$ cat src/rtl/pipeline_ctrl.sv
// Central pipeline sequencer: stall vector, timed flush window and front-end redirect.
// Optional IDLE parking (IDLE_WAIT state) is built only when PIPE_CTRL_IDLE_EN is defined.
module pipeline_ctrl #(
  parameter int FLUSH_CYCLES = 2,
  parameter int DATA_W       = 32
) (
  input  logic              clk,
  input  logic              rst,
  input  logic              stallreq_if,
  input  logic              stallreq_id,
  input  logic              stallreq_ex,
  input  logic              stallreq_mem,
  input  logic              excp_flush_i,
  input  logic              ertn_flush_i,
  input  logic              excp_tlbrefill_i,
  input  logic [DATA_W-1:0] csr_eentry_i,
  input  logic [DATA_W-1:0] csr_tlbrentry_i,
  input  logic [DATA_W-1:0] csr_era_i,
  input  logic              idle_commit_i,
  input  logic              int_pending_i,
  output logic [5:0]        stall_o,
  output logic              flush_o,
  output logic              redirect_valid_o,
  output logic [DATA_W-1:0] redirect_pc_o,
  output logic              idle_o
);

  localparam logic [3:0] FLUSH_LOAD = 4'(FLUSH_CYCLES - 1);

`ifdef PIPE_CTRL_IDLE_EN
  typedef enum logic [1:0] {RUN, FLUSH, IDLE_WAIT} state_t;
`else
  typedef enum logic [1:0] {RUN, FLUSH} state_t;
`endif

  state_t            state, state_nxt;
  logic [3:0]        flush_cnt, flush_cnt_nxt;
  logic              evt;
  logic              trig;
  logic [DATA_W-1:0] redir_tgt;
  logic              redir_vld_p1;
  logic [DATA_W-1:0] redir_pc_p1;

  // Deepest stalled stage holds itself and everything upstream of it.
  function automatic logic [5:0] stall_encode(input logic req_if, input logic req_id,
                                              input logic req_ex, input logic req_mem);
    logic [5:0] v;
    v = 6'b000000;
    if (req_mem)     v = 6'b011111;
    else if (req_ex) v = 6'b001111;
    else if (req_id) v = 6'b000111;
    else if (req_if) v = 6'b000011;
    return v;
  endfunction

  assign evt = excp_flush_i | ertn_flush_i;

  // Exception beats ERTN; TLB refill only qualifies an exception.
  always_comb begin
    redir_tgt = csr_era_i;
    if (excp_flush_i) begin
      redir_tgt = excp_tlbrefill_i ? csr_tlbrentry_i : csr_eentry_i;
    end
  end

  always_comb begin
    state_nxt     = state;
    flush_cnt_nxt = flush_cnt;
    trig          = 1'b0;
    case (state)
      RUN: begin
        if (evt) begin
          state_nxt     = FLUSH;
          flush_cnt_nxt = FLUSH_LOAD;
          trig          = 1'b1;
        end
`ifdef PIPE_CTRL_IDLE_EN
        else if (idle_commit_i) begin
          state_nxt = IDLE_WAIT;
        end
`endif
      end
      FLUSH: begin
        if (flush_cnt == 4'd0) begin
          state_nxt = RUN;
        end else begin
          flush_cnt_nxt = flush_cnt - 4'd1;
        end
      end
`ifdef PIPE_CTRL_IDLE_EN
      IDLE_WAIT: begin
        if (evt) begin
          state_nxt     = FLUSH;
          flush_cnt_nxt = FLUSH_LOAD;
          trig          = 1'b1;
        end else if (int_pending_i) begin
          state_nxt = RUN;
        end
      end
`endif
      default: begin
        state_nxt     = RUN;
        flush_cnt_nxt = 4'd0;
      end
    endcase
  end

  always_comb begin
    stall_o = 6'b000000;
    if (!evt) begin
      case (state)
        RUN:       stall_o = stall_encode(stallreq_if, stallreq_id, stallreq_ex, stallreq_mem);
`ifdef PIPE_CTRL_IDLE_EN
        IDLE_WAIT: stall_o = 6'b111111;
`endif
        default:   stall_o = 6'b000000;
      endcase
    end
  end

  // ---- p1: sequencer state and registered redirect ----
  always_ff @(posedge clk) begin
    if (rst) begin
      state        <= RUN;
      flush_cnt    <= 4'd0;
      redir_vld_p1 <= 1'b0;
      redir_pc_p1  <= '0;
    end else begin
      state        <= state_nxt;
      flush_cnt    <= flush_cnt_nxt;
      redir_vld_p1 <= trig;
      if (trig) begin
        redir_pc_p1 <= redir_tgt;
      end
    end
  end

  assign flush_o          = (state == FLUSH);
  assign redirect_valid_o = redir_vld_p1;
  assign redirect_pc_o    = redir_pc_p1;

`ifdef PIPE_CTRL_IDLE_EN
  assign idle_o = (state == IDLE_WAIT);
`else
  logic unused_idle_inputs;
  assign unused_idle_inputs = idle_commit_i ^ int_pending_i;
  assign idle_o = 1'b0;
`endif

endmodule
$ cat config.mk
export PLATFORM = sky130hd
export DESIGN_NAME = pipeline_ctrl
export DESIGN_NICKNAME = d
export VERILOG_FILES = /design/src/rtl/pipeline_ctrl.sv
export SDC_FILE = /design/constraint.sdc
export NUM_CORES = 1
export LEC_CHECK = 0
export ABC_AREA = 1
export CAP_MARGIN = 0
export CORE_UTILIZATION = 35
export CTS_CLUSTER_SIZE = 16
export DETAILED_ROUTE_END_ITERATION = 10
export PLACE_DENSITY = 0.81
export SLEW_MARGIN = 10
export SYNTH_ARGS = -nofsm -noshare
export SYNTH_HDL_FRONTEND = slang
export SYNTH_SLANG_ARGS = --single-unit
$ cat constraint.sdc
create_clock -name clk -period 1.2 [get_ports clk]
set_input_delay 0.18 -clock clk [delete_from_list [all_inputs] [get_ports clk]]
set_output_delay 0.18 -clock clk [all_outputs]
set_load 0.02 [all_outputs]
==> flow_metrics.tcl <==
set metrics [dict create \
    crit_path_max_incr_delay_ns 0.34 \
    worst_hold_slack_ns 0.494 \
    synth_top_family_by_area "compound AO/OA/AOI/OAI gates" \
    fin_crit_sh 1.00 \
    synthToLayoutAreaGrowth_pct 80.7 \
    slowest_stage "dfxtp_2" \
    crit_family "flip-flops" \
    critPathLaunchType "flop" \
    num-nets-final 559 \
    pin_count 148 \
    drt-wirelength-per-cell_um 13.4 \
    clock_sinks 38 \
    p_comb_frac 0.370 \
    drc 0 \
    syn_area_per_cell_um2 6.84 \
    clk_path_buf_depth 2 \
    antenna_cells 0 \
    timing.rr.end "redirect_pc_o[24]$_SDFFE_PP0P_" \
    max_freq_mhz 832 \
    postCtsHoldBufs 0 \
    synth_commonest_cells "nor2_1 (72), a21oi_1 (69), dfxtp_1 (38), o21ai_1 (38), o21ai_0 (27)" \
    ys_async_sr_fraction 0 \
    dieArea_um2 6230 \
    hold_path_depth 2 \
    synth-simple-area-share 0.184 \
    wirelength_mm 7.02 \
    synth_area_leader_cell "dfxtp_1" \
    die_w_um 78.9 \
    reg2reg_from "state[0]$_SDFFE_PP0P_" \
    grt_max_degree 37 \
    track_usage 0.217 \
    antenna_found_initial 0 \
    fin_crit_ns 1.20 \
    cp_max_fo 3 \
    reg2reg_slack_ns 0.07 \
    synth-adder-area-share 0.0121 \
    htree_levels 2 \
    path_clk_slew_ns 0.08 \
    finalNonFillerCells 523 \
    clockPowerShare 0.244 \
    drt-vias-per-instance 4.90 \
    power_frac_seq 0.386 \
    grt_pass1_wl_mm 10.8 \
    synth_edf_count 0 \
    clkLatencyLatePin_ns 0.29 \
    yosys-top-cells-area "dfxtp_1 (37%), a21oi_1 (17%), nor2_1 (13%), o21ai_1 (9.2%), o21ai_0 (6.5%)" \
    synthFlopType "dfxtp_1" \
    chipHeight_um 78.9 \
    via_count 2562 \
    synth-seq-cells 38 \
    min_from "flush_cnt[1]$_SDFFE_PP0P_" \
    r2r_cells 5 \
    leakage_nw 1.59 \
    worstSetupPathType "reg2out" \
    rows 27 \
    violations "negative setup slack" \
    yosysMostFrequentCell "nor2_1" \
    dp_hpwl_mm 4.91 \
    synth_top_area_share 0.367 \
    dpl.cell_count 513 \
    yosys.area_share.xor_xnor 0.00423 \
    finish.utilization 0.668 \
    start_util 0.369 \
    cp.required_ns 1.02 \
    core_area_um2 5610 \
    synth_compound_area_frac 0.324 \
    skew_ns 0.00590 \
    ant_nets 0 \
    ctsRootBufferMaster "clkbuf_8" \
    synth_cell_type_count 20 \
    intPower_w 0.00256 \
    layout-drive-gt1-share 0.120 \
    overflow 0 \
    path_cells "inv_4 > nand2_4 > a21oi_4 > buf_6" \
    hold_end "flush_cnt[1]$_SDFFE_PP0P_" \
    grt_pass1_vias 2447 \
    syn_area_um2 2070 \
    switchingPower_w 0.00124 \
    final-max-slew-violation-count 0 \
    first_iter_violations 99 \
    synth_cells 303 \
    hp-class "reg2reg" \
    rsz0062_at_grt "true" \
    end_kind "output port" \
    status "complete, but fails checks" \
    p_total_w 0.00380 \
    hold_viol_final 0 \
    power.density_nw_per_um2 1020 \
    setup_viol 1 \
    setup_slack_ns -0.00154 \
    cts-buffers-inserted 5 \
    routabilityCongestion 0.761 \
    cts_tree "built" \
    vdd_ir_drop_max_v 0.000626 \
    cp.arrival_ns 1.02 \
    synth_warnings 0 \
    drtPass1Iterations 4 \
    path_buf_inv 2 \
    synthMuxAreaShare 0 \
    max-cap-violations 0 \
    port_buffers 143 \
    synth_seq_area_share 0.367 \
    p_sw_frac 0.326 \
    setup_tns_ns -0.00154 \
]
## what timing repair did
action,in CTS,in global routing
gates cloned,0,2
setup endpoints to repair,74,43
setup buffers,1,0
resized for setup,70,19
pin swaps,3,2
## power by group through the flow
stage,sequential (W),clock (W),combinational [W]
global route,0.00149,0.00100,0.00153
floorplan,0.00165,0,0.000531
global placement,0.00149,0,0.00142
finish,0.00147,0.000928,0.00141
detailed placement,0.00150,0,0.00144
CTS,0.00146,0.000943,0.00136
## cell families (layout without fill, tap and decap cells)
family | after synthesis | after routing
flops | 38 | 38
other cells | 1 | 2
fa+ha+maj | 2 | 2
xor+xnor | 1 | 1
buf+inv | 36 | 181
simple gates | 91 | 93
compound gates | 134 | 134
## worst max-delay path by stage
stage                               start    endpoint  depth (start not counted)
global route        state[0]$_SDFFE_PP0P_  stall_o[0]                          4
CTS                 state[0]$_SDFFE_PP0P_  stall_o[0]                          4
finish              state[0]$_SDFFE_PP0P_  stall_o[0]                          4
detailed placement           stallreq_mem  stall_o[0]                          4
floorplan           state[0]$_SDFFE_PP0P_  stall_o[1]                          4
global placement             stallreq_mem  stall_o[1]                          4
## registers in the layout, indices dropped and copies added, names as in the netlist
signal,cells
redirect_valid_o,1
redirect_pc_o,32
flush_cnt,4
state,1
## per-stage QoR
step,setup slack (ns),cell area (µm²)
global route,-0.0488,3740
CTS,-0.0211,3680
finish,-0.00154,3740
floorplan,0.0231,2090
detailed placement,-0.668,3620
global placement,-0.588,3620
## worst reg2reg max path: cells and delay by family, from the launching register on
kind                   cells  cell delay [ns]
DFF                        1             0.34
buffers and inverters      2             0.27
AOI/OAI and AO/OA          2             0.25
and+or+nand+nor            1             0.15
## placed cells by master, fill, tap and decap left out, drive strengths merged
| cell type | n |
|---|---|
| clkdlybuf4s50 | 99 |
| nor2 | 74 |
| a21oi | 69 |
| o21ai | 65 |
| dfxtp | 38 |
| dlygate4sd2 | 35 |
| buf | 25 |
| nand2 | 13 |
| inv | 11 |
| clkbuf | 6 |
| nand3 | 4 |
| clkdlybuf4s15 | 3 |
| ha | 2 |
| conb | 2 |
| nor3 | 2 |
| xor2 | 1 |
| clkinvlp | 1 |
| clkinv | 1 |
## per-layer routing
layer,wire (µm),part of all wire,track usage,up-vias
met5,0,0,0,-
met4,70,0.010,0.0455,0
met3,668,0.095,0.0793,7
met2,3360,0.48,0.389,110
met1,2930,0.42,0.247,1131
li1,-,-,-,1314
## area by class of cell
cell class              count  area, µm²
fillers                   527       1860
repair buffers            162       1570
multi-input cells         232       1180
flip-flops and latches     38        764
well taps                  72       90.1
clock buffers               6       82.6
inverters                  11       46.3
clock inverters             2       12.5
No activity file was read; power rests on OpenSTA's default activity.
